[config.mk]
export PLATFORM = sky130hd
export DESIGN_NAME = cordic_range_reduce
export DESIGN_NICKNAME = d
export VERILOG_FILES = /design/src/rtl/cordic_pkg.sv /design/src/rtl/cordic_skid_buf.sv /design/src/rtl/cordic_range_reduce.sv
export SDC_FILE = /design/constraint.sdc
export NUM_CORES = 1
export LEC_CHECK = 0
export CORE_MARGIN = 2
export CORE_UTILIZATION = 50
export DETAILED_ROUTE_END_ITERATION = 8
export GPL_TIMING_DRIVEN = 0
export PLACE_DENSITY = 0.82
export SETUP_SLACK_MARGIN = 0.2
export SLEW_MARGIN = 20
export SYNTH_ARGS = -nofsm -noshare
export SYNTH_HDL_FRONTEND = slang
export SYNTH_SLANG_ARGS = --single-unit
[constraint.sdc]
create_clock -name clk -period 3.7 [get_ports clk]
set_input_delay 1.11 -clock clk [delete_from_list [all_inputs] [get_ports clk]]
set_output_delay 1.11 -clock clk [all_outputs]
set_load 0.01 [all_outputs]
[src/rtl/cordic_pkg.sv]
// Shared types and constants for the CORDIC front end.
// Angles are binary: the full circle is 2^CORDIC_ANGLE_W and wraps.
package cordic_pkg;

    localparam int unsigned CORDIC_XY_W    = 16;
    localparam int unsigned CORDIC_ANGLE_W = 32;

    localparam logic [CORDIC_ANGLE_W-1:0] ANGLE_PI      = {1'b1, {(CORDIC_ANGLE_W-1){1'b0}}};
    localparam logic [CORDIC_ANGLE_W-1:0] ANGLE_HALF_PI = {2'b01, {(CORDIC_ANGLE_W-2){1'b0}}};

    typedef enum logic {
        CORDIC_ROT = 1'b0,
        CORDIC_VEC = 1'b1
    } cordic_mode_e;

    typedef struct packed {
        logic signed [CORDIC_XY_W-1:0] x;
        logic signed [CORDIC_XY_W-1:0] y;
        logic [CORDIC_ANGLE_W-1:0]     z;
        cordic_mode_e                  mode;
        logic                          flipped;
        logic                          sat_err;
    } cordic_req_t;

    // Returns {saturated, -v}; the most negative value maps to the most positive one.
    function automatic logic [CORDIC_XY_W:0] sat_neg(input logic signed [CORDIC_XY_W-1:0] v);
        if (v == {1'b1, {(CORDIC_XY_W-1){1'b0}}}) begin
            return {1'b1, 1'b0, {(CORDIC_XY_W-1){1'b1}}};
        end
        return {1'b0, -v};
    endfunction

endpackage

[src/rtl/cordic_skid_buf.sv]
// Two-slot valid/ready skid buffer for an arbitrary packed payload.
// in_ready depends only on stored state; outputs read as zero while rst is high.
module cordic_skid_buf #(
    parameter type T = logic
) (
    input  logic clk,
    input  logic rst,
    input  logic in_valid,
    output logic in_ready,
    input  T     in_data,
    output logic out_valid,
    input  logic out_ready,
    output T     out_data
);

    T     out_q;
    T     skid_q;
    logic out_v_q;
    logic skid_v_q;
    logic in_fire;
    logic out_fire;

    assign in_fire  = in_valid && !skid_v_q;
    assign out_fire = out_v_q && out_ready;

    always_ff @(posedge clk) begin
        if (rst) begin
            out_q    <= '0;
            skid_q   <= '0;
            out_v_q  <= 1'b0;
            skid_v_q <= 1'b0;
        end else if (out_fire || !out_v_q) begin
            // OUT is free this edge: refill from SKID first, otherwise from the input.
            if (skid_v_q) begin
                out_q    <= skid_q;
                out_v_q  <= 1'b1;
                skid_v_q <= 1'b0;
            end else begin
                out_v_q <= in_fire;
                if (in_fire) begin
                    out_q <= in_data;
                end
            end
        end else if (in_fire) begin
            skid_q   <= in_data;
            skid_v_q <= 1'b1;
        end
    end

    assign in_ready  = !rst && !skid_v_q;
    assign out_valid = !rst && out_v_q;

    always_comb begin
        out_data = out_q;
        if (rst) begin
            out_data = '0;
        end
    end

endmodule

[src/rtl/cordic_range_reduce.sv]
// Pre-rotates requests by pi when needed so the CORDIC core sees angles in
// [-pi/2, pi/2) and vectors with x >= 0, then buffers them in a skid stage.
module cordic_range_reduce
    import cordic_pkg::*;
#(
    parameter int unsigned XY_W    = CORDIC_XY_W,
    parameter int unsigned ANGLE_W = CORDIC_ANGLE_W
) (
    input  logic               clk,
    input  logic               rst,
    input  logic               in_valid,
    output logic               in_ready,
    input  logic               mode,
    input  logic [XY_W-1:0]    x_in,
    input  logic [XY_W-1:0]    y_in,
    input  logic [ANGLE_W-1:0] z_in,
    output logic               out_valid,
    input  logic               out_ready,
    output logic               mode_out,
    output logic [XY_W-1:0]    x_out,
    output logic [XY_W-1:0]    y_out,
    output logic [ANGLE_W-1:0] z_out,
    output logic               flipped,
    output logic               sat_err
);

    logic [ANGLE_W-1:0] z_shift;
    logic [XY_W:0]      x_neg;
    logic [XY_W:0]      y_neg;
    logic               flip;
    cordic_req_t        req;
    cordic_req_t        out_req;

    // z lies in [-pi/2, pi/2) exactly when z + pi/2 lands in [0, pi).
    assign z_shift = z_in + ANGLE_HALF_PI;
    assign x_neg   = sat_neg(x_in);
    assign y_neg   = sat_neg(y_in);

    always_comb begin
        flip = (mode == CORDIC_VEC) ? x_in[XY_W-1] : z_shift[ANGLE_W-1];

        req         = '0;
        req.mode    = cordic_mode_e'(mode);
        req.flipped = flip;
        req.x       = x_in;
        req.y       = y_in;
        req.z       = z_in;
        if (flip) begin
            req.x       = x_neg[XY_W-1:0];
            req.y       = y_neg[XY_W-1:0];
            req.z       = z_in + ANGLE_PI;
            req.sat_err = x_neg[XY_W] | y_neg[XY_W];
        end
    end

    cordic_skid_buf #(
        .T(cordic_req_t)
    ) u_skid (
        .clk      (clk),
        .rst      (rst),
        .in_valid (in_valid),
        .in_ready (in_ready),
        .in_data  (req),
        .out_valid(out_valid),
        .out_ready(out_ready),
        .out_data (out_req)
    );

    assign x_out    = out_req.x;
    assign y_out    = out_req.y;
    assign z_out    = out_req.z;
    assign mode_out = out_req.mode;
    assign flipped  = out_req.flipped;
    assign sat_err  = out_req.sat_err;

endmodule

# Word level (Yosys, flattened, before mapping)
# Index checks and enable logic that the tools add are counted.
totals:
  output_inout_bits: 69
  word_cells: 47
  inputBits: 69
  register_bits: 136
op_classes:
  addsub: 4
  eq_ne: 2
  bitwise_logic: 2
  muxes: 13
  reduce_logical: 12
op_table:
  columns: ["operator", "count"]
  rows:
  - ["$mux W67", 3]
  - ["$mux W17", 4]
  - ["$mux W64", 1]
  - ["$add A32 B31 Y32 const B", 1]
  - ["$add A32 B32 Y32 const B", 1]
  - ["$eq A16 B16 Y1 const B", 2]
  - ["$neg A16 Y16", 2]
  - ["$mux W1", 5]
  - ["$logic_and A1 B1 Y1", 4]
  - ["$reduce_and A2 Y1", 2]
  - ["$logic_not A1 Y1", 3]
  - ["$reduce_bool A2 Y1", 1]
  - ["$reduce_or A2 Y1", 1]
  - ["$logic_or A1 B1 Y1", 1]
  - ["$not A1 Y1", 1]
  - ["$or A1 B1 Y1", 1]

# Depth between registers and ports, before layout
# Gate-level depths: netlist (run 1).
depth:
  ltp_word: 7
  depth_mapped: 11
  depth_no_buf: 8

# By module
# A second synthesis (run 1) with hierarchy kept.
hier_totals:
  hier_cells: 846
  hier_area_um2: 6971.7
by_module_without_submodules:
  columns: ["mod", "seq_area_each_um2", "cells_per_inst", "instances", "area_per_inst_um2"]
  rows:
  - ["cordic_skid_buf", 2722.6, 684, 1, 6015.8]
  - ["cordic_range_reduce", 0.0, 162, 1, 955.9]

# Least setup slack after synthesis (run 1)
# No wires, ideal clock.
synth_timing:
  kind: "input port to flip-flop"
  start: "input x_in[7]"
  end: "register u_skid.skid_q[60] in the netlist's numbering"
  required_time_ps: 3620
  t_arrival_ps: 2794
  setup_ps: 80
  n_path_buf: 2
  setup_slack_ps: 827
  stages: 7
  cell_sequence: "or4_4 -> or3_1 -> buf_2 -> nor3_4 -> buf_6 -> nor2_2 -> a211oi_2"
synth_between:
  elab_chain_len: 4
  word_cells_on_any_way: 5
  cone_classes: "add/sub (1); eq/ne (1); mux (3)"
synth_rtl:
  columns: ["element", "line_no", "text"]
  rows:
  - ["from (decl)", "cordic_range_reduce.sv:14", "input logic [XY_W-1:0] x_in,"]
  - ["branches (longest 2 deep; another with $neg A16 Y16)", null, null]
  - ["$mux W17 *", "cordic_pkg.sv:30", "return {1'b0, -v};"]
  - ["$mux W64 *", "cordic_range_reduce.sv:48", "if (flip) begin"]
  - ["to (signal assigned)", "cordic_skid_buf.sv:45", "skid_q <= in_data;"]
  - ["to (decl)", "cordic_skid_buf.sv:17", "T skid_q;"]
# Mark *: on every way between the ends.
# A chain may end at the register's enable or synchronous reset.

# Final worst setup path (run 1)
layout_timing:
  start: "input rst"
  end: "output y_out[14]"
layout_between:
  elab_chain_len: 1
layout_rtl:
  columns: ["element", "line_no", "text"]
  rows:
  - ["from (decl)", "cordic_range_reduce.sv:10", "input logic rst,"]
  - ["$mux W67", "cordic_skid_buf.sv:55", "if (rst) begin"]
  - ["to (decl)", "cordic_range_reduce.sv:21", "output logic [XY_W-1:0] y_out,"]
# Every way passes these cells.

==> impl_metrics.ini, run 1 <==
[clock_network]
cts_tree = built
max-clock-path-buffers = 2
worstSkewPairLatency_ps = 420
cts_max_level = 4
cts-root-buf = clkbuf_16
numCtsBuffers = 17
cts_sinks = 136
clk_pin_slew_ps = 60
post_cts_buffers = 0

[floorplan]
die_h_um = 118
pin_count = 138
initial_core_util_pct = 51.1
rows = 41
die_width_um = 118
dieArea_um2 = 13800
core-area_um2 = 12600

[logic_synthesis]
netlist_instances = 777
muxShareOfSynthArea_pct = 5.60
yosys_warnings = 0
yosys.area_share.adder_pct = 0.388
yosys_most_used_dff = dfxtp_1
synth_edf_count = 0
synthesis.area_um2 = 6450
synth_compound_area_share_pct = 21.6
ys_seq_area_share_pct = 42.2
async_flop_share_pct = 0
synthSimpleGateAreaFrac_pct = 23.0
synth-xor-area-share_pct = 2.85
ys_ff_latch = 136
synth_nets = 848
syn_avg_cell_area_um2 = 8.31
ys_types = 55
synth_top_family_by_area = simple AND/OR/NAND/NOR gates

[route]
drt_iter0_drc = 683
ant_nets = 0
drt-pass1-iter-count = 5
vias_per_cell = 5.83
num_vias = 6515
post_drt_wl_per_cell_um = 17.9
drc_errors = 0
routed_wl_mm = 20.0

[timing]
period_share_pct = 94.8
clock_skew_ps = 5.91
worstMarginPinSlew_ps = 772
whs_ps = 454
fmax_ghz = 0.285
tns_ps = 0
layout_setup_ws_ps = 193
relSlewSlack_pct = 48.5
drv_slew = 0
finalHoldViolCount = 0
setup-violations-final = 0
period_needed_ps = 3510
rsz0062_at_grt = yes

[pwr]
p_clk_share_pct = 46.3
vdd_drop_max_mv = 0.312
swShare_pct = 24.6
switchingPower_mw = 1.03
leakage_nw = 3.37
power_frac_comb_pct = 15.8
internal-power_mw = 3.16
powerDensity_nw_per_um2 = 475
pwr-share-seq_pct = 37.9

[setup_path]
endpoint_kind = primary output
crit_path_max_fanout = 10
crit_arrival_ps = 2400
path_class = primary input to primary output
crit_buf_inv = 3
cp-start-kind = primary input
cp_slowest_cell = clkdlybuf4s50_1
critical_path_required_ps = 2590
cp_cell_sequence = clkdlybuf4s15_2 -> clkbuf_4 -> nor2b_2 -> clkdlybuf4s50_1
critPathMaxStageDelay_ps = 560
cp_top_family = buffers and inverters

[placed_design]
placed_cells = 1086
gp_congestion = 0.916
port_buffers = 137
dp_hpwl_mm = 14.0
pre_cts_slack_ps = -697

[grt]
grt_pass1_vias = 6068
grt_pass1_wl_mm = 31.7
grt_antenna_before_repair = 0
grt_usage_pct = 28.3
grt_max_degree = 17
gr-total-overflow = 0

[cells_and_area]
insertedDiodeCount = 0
fillerInstances = 1001
syn_to_final_growth_pct = 37.1
drive_above_1_share_pct = 9.83
fin_cells = 1118
final_nets = 1004

[status]
status = finished, final reports clean

[min_path]
min_path_type = register to register

[flow_run]
drv_cap = 0
## power groups by stage
| stage | clock (mW) | combinational (mW) | sequential [mW] |
|---|---|---|---|
| after floorplan | 0 | 0.359 | 1.61 |
| after detailed placement | 0 | 0.644 | 1.62 |
| after CTS | 1.94 | 0.650 | 1.59 |
| final | 1.94 | 0.665 | 1.59 |
| after global placement | 0 | 0.637 | 1.61 |
| after global routing | 2.01 | 0.714 | 1.60 |
## worst reg2reg max path, stage by stage, from the launching register on
cell	delay (ps)
dfxtp_1	340
nor2b_1	260
and3_1	190
clkbuf_1	230
clkbuf_1	480
buf_1	600
a211oi_1	190
## synthesized netlist by cell type (3+ instances only)
master       n  area share, %
clkbuf_1    47            2.7
nor2b_1     71            6.9
nor2_1      66            3.8
o21ai_0     34            2.6
inv_1        6           0.35
xnor2_1     16            2.2
o31ai_1     11            1.3
o211ai_1     5           0.58
a21oi_1     70            5.4
a211oi_1    25            2.9
nor2_2       5           0.48
nand2_1     99            5.8
a31oi_1      3           0.29
nand3_1      5           0.39
mux2i_1     35            5.4
buf_2        3           0.23
a22o_1       3           0.41
dfxtp_1    136             42
a211oi_2     6            1.2
xor2_1       5           0.68
a2bb2oi_1   32            4.3
or3_1        7           0.68
nand3b_1     3           0.35
and3_1      12            1.2
nor3_1      25            1.9
buf_1       12           0.70
## flip-flops by register name (all words and copies together) (netlist names)
name	count
u_skid.out_q	67
u_skid.out_v_q	1
u_skid.skid_q	67
u_skid.skid_v_q	1
## cells by family (layout without fill, tap and decap cells)
group,count (synthesis),in the layout
mux,36,36
xor+xnor,21,21
flops,136,136
compound gates,207,207
fa+ha+maj,2,2
buf+inv,70,239
simple gates,305,305
## cell type report
| class | instances | area [um^2] | area share, % |
|---|---|---|---|
| multi-input cells | 571 | 3530 | 39.9 |
| flip-flops and latches | 136 | 2720 | 30.8 |
| repair buffers | 137 | 1380 | 15.6 |
| clock buffers | 20 | 457 | 5.16 |
| plain buffers | 64 | 293 | 3.31 |
| clock inverters | 12 | 221 | 2.50 |
| well taps | 172 | 215 | 2.43 |
| inverters | 6 | 22.5 | 0.254 |
## stage by stage
| step | cell area (um^2) | power, mW | utilization [%] |
|---|---|---|---|
| after global routing | 8850 | 4.32 | 70.1 |
| after CTS | 8760 | 4.18 | 69.4 |
| final | 8850 | 4.20 | 70.1 |
| after global placement | 8040 | 2.25 | 63.7 |
| after detailed placement | 8040 | 2.26 | 63.7 |
| after floorplan | 6450 | 1.97 | - |
## metal layers
layer	share of wire (%)	vias to the layer above	global-route usage [%]
met4	2.6	0	10.9
met1	43	3086	37.6
met3	7.8	54	5.72
met5	0	-	0
met2	46	335	45.3
li1	-	3040	-
## final timing paths
| check | startpoint | end | slack, ps | depth (start not counted) |
|---|---|---|---|---|
| min reg2reg | u_skid.skid_q[4] | u_skid.skid_q[4] | 450 | 2 |
| max | rst | y_out[14] | 190 | 4 |
| max reg2reg | u_skid.out_v_q | u_skid.skid_q[42] | 1250 | 6 |
| min | u_skid.skid_q[4] | u_skid.skid_q[4] | 450 | 2 |
## layout by cell type, fill, tap and decap left out, types with 32 or more instances in the layout
cell / count
nor2_1: 65
nand2_1: 99
o21ai_0: 34
a21oi_1: 70
mux2i_1: 35
dfxtp_1: 136
nor2b_1: 46
clkbuf_1: 39
clkdlybuf4s50_1: 109
a2bb2oi_1: 32
## repair_timing
action,4_1_cts,5_1_grt
setup endpoints to repair,69,62
resized for setup,43,42
hold buffers,0,0
Note: power is estimated with default switching activity, not from simulation.
==> run 2: changes to the inputs <==
==> constraint.sdc (replaced) <==
create_clock -name clk -period 4.37 [get_ports clk]
set_input_delay 1.311 -clock clk [delete_from_list [all_inputs] [get_ports clk]]
set_output_delay 1.311 -clock clk [all_outputs]
set_load 0.01 [all_outputs]
==> run 2 against run 1 <==
Clock power fell by 15%. Combinational power fell by 16%. Via count fell by 0.94%. Register-to-register slack improved by 670 ps. Clock-buffer cell count did not move. First-iteration DRC count rose by 4.2%. Global-route usage barely moved. Sequential power fell by 15%. Sequential cell count did not move. Die area did not move. Hold slack got worse by 1.4 ps. Largest power group unchanged. Power fell by 16%.
==> impl_metrics.ini, run 2 (synthesized netlist as in run 1, its figures left out) <==
[setup_path]
critical_path_required_ps = 3060
r2r-end = u_skid.skid_q[42]
path_class = primary input to primary output
r2r-start = u_skid.out_v_q
r2r_setup_slack_ps = 1920
worstRegToRegCells = 6
crit_arrival_ps = 2640
cp-startpoint = rst
endpoint_kind = primary output
cp-start-kind = primary input
crit_path_max_fanout = 10
critical_path.endpoint = x_out[12]

[route]
ant_nets = 0
post_drt_wl_per_cell_um = 17.8
vias_per_cell = 5.77
routed_wl_mm = 19.9
drt-pass1-iter-count = 8
drc_errors = 0
num_vias = 6454
drt_iter0_drc = 712

[placed_design]
placed_cells = 1086
port_buffers = 137
placed_area_um2 = 8040
pre_cts_slack_ps = -429
dp_hpwl_mm = 14.0
gp_congestion = 0.916

[timing]
layout_setup_ws_ps = 418
rsz0062_at_grt = no
finalHoldViolCount = 0
drv_slew = 0
fmax_ghz = 0.253
tns_ps = 0
worstMarginPinSlew_ps = 773
clock_skew_ps = 6.68
period_share_pct = 90.4
setup-violations-final = 0
relSlewSlack_pct = 48.5
period_needed_ps = 3950

[pwr]
internal-power_mw = 2.68
pwr-share-seq_pct = 37.9
leakage_nw = 3.13
p_clk_share_pct = 46.3
swShare_pct = 24.5
switchingPower_mw = 0.868
power_frac_comb_pct = 15.8
powerDensity_nw_per_um2 = 406
vdd_drop_max_mv = 0.264

[grt]
busiest_layer = met2
use_met1_pct = 37.7
use_met3_pct = 5.81
grt_pass1_vias = 6051
gr-total-overflow = 0
gr-usage-met2_pct = 45.1
grt_antenna_before_repair = 0
grt_usage_pct = 28.3
grt_pass1_wl_mm = 31.7
grt_max_degree = 17

[clock_network]
numCtsBuffers = 17
max-clock-path-buffers = 2
cts_tree = built
postCtsHoldBufs = 0
cts_max_level = 4
clk_pin_slew_ps = 50
cts-root-buf = clkbuf_16
cts_sinks = 136
worstSkewPairLatency_ps = 420
post_cts_buffers = 0

[floorplan]
dieArea_um2 = 13800
rows = 41
initial_core_util_pct = 51.1
die_h_um = 118
pin_count = 138
core-area_um2 = 12600
die_width_um = 118

[flow_run]
drv_cap = 0

[cells_and_area]
fin_area_um2 = 8740
drive_above_1_share_pct = 6.55
insertedDiodeCount = 0
top_regs = u_skid.out_q: 67 flops, u_skid.skid_q: 67 flops
final_nets = 1004
final_cell_mix = 136 x dfxtp_1, 133 x clkdlybuf4s50_1, 99 x nand2_1
syn_to_final_growth_pct = 35.4
layout_commonest_cell = dfxtp_1
fin_cells = 1118

[min_path]
min_path_type = register to register

[status]
status = finished, final reports clean
[run 2: changes by cell type in the layout (fill, tap and decap cells not counted), sizes merged]
cell           previous run  this run
dlymetal6s2s             12         3
clkdlybuf4s15             1         0
clkbuf                   64        67
buf                      20        18
dlygate4sd2              15         0
clkdlybuf4s50           109       133
[run 2: layout make-up]
| cell class | instances | area (um^2) |
|---|---|---|
| plain buffers | 64 | 269 |
| inverters | 6 | 22.5 |
| repair buffers | 137 | 1370 |
| fillers | 1027 | 3880 |
| well taps | 172 | 215 |
| clock buffers | 20 | 457 |
| flip-flops and latches | 136 | 2720 |
| multi-input cells | 571 | 3460 |
| clock inverters | 12 | 221 |
[run 2: how the worst min path moves through the flow]
stage | start | end | cells past startpoint
2_1_floorplan | u_skid.out_q[52] | u_skid.out_q[52] | 2
6_report | u_skid.skid_q[4] | u_skid.skid_q[4] | 2
5_1_grt | u_skid.skid_q[28] | u_skid.skid_q[28] | 2
3_5_place_dp | u_skid.skid_q[28] | u_skid.skid_q[28] | 2
4_1_cts | u_skid.skid_q[28] | u_skid.skid_q[28] | 2
3_3_place_gp | u_skid.out_q[52] | u_skid.out_q[52] | 2
[run 2: power by group through the flow]
| stage | Sequential, mW | Clock, mW | Combinational (mW) |
|---|---|---|---|
| 2_1_floorplan | 1.36 | 0 | 0.304 |
| 3_3_place_gp | 1.37 | 0 | 0.539 |
| 3_5_place_dp | 1.37 | 0 | 0.545 |
| 4_1_cts | 1.34 | 1.64 | 0.552 |
| 5_1_grt | 1.35 | 1.70 | 0.600 |
| 6_report | 1.35 | 1.64 | 0.559 |
[run 2: per-layer routing]
metal	part of all wire, %	vias up	routed length (um)
met1	43	3012	8600
met5	0	-	0
li1	-	3041	-
met3	8.2	68	1640
met2	45	333	9010
met4	3.2	0	642
[run 2: through the flow]
stage	utilization (%)	hold slack, ps	total power, mW
finish	69.3	452	3.55
global route	69.3	466	3.65
CTS	69.2	454	3.54
detailed placement	63.7	447	1.92
global placement	63.7	438	1.91
floorplan	-	427	1.67
[run 2: critical path, stage by stage]
cell	delay, ps
clkbuf_2	170
buf_4	210
clkbuf_4	210
nor2b_2	180
clkdlybuf4s50_1	560
[run 2: timing repair]
item	in CTS	in global routing
gates resized for setup	10	8
hold endpoints to repair	0	0
endpoints found under the setup margin	69	40
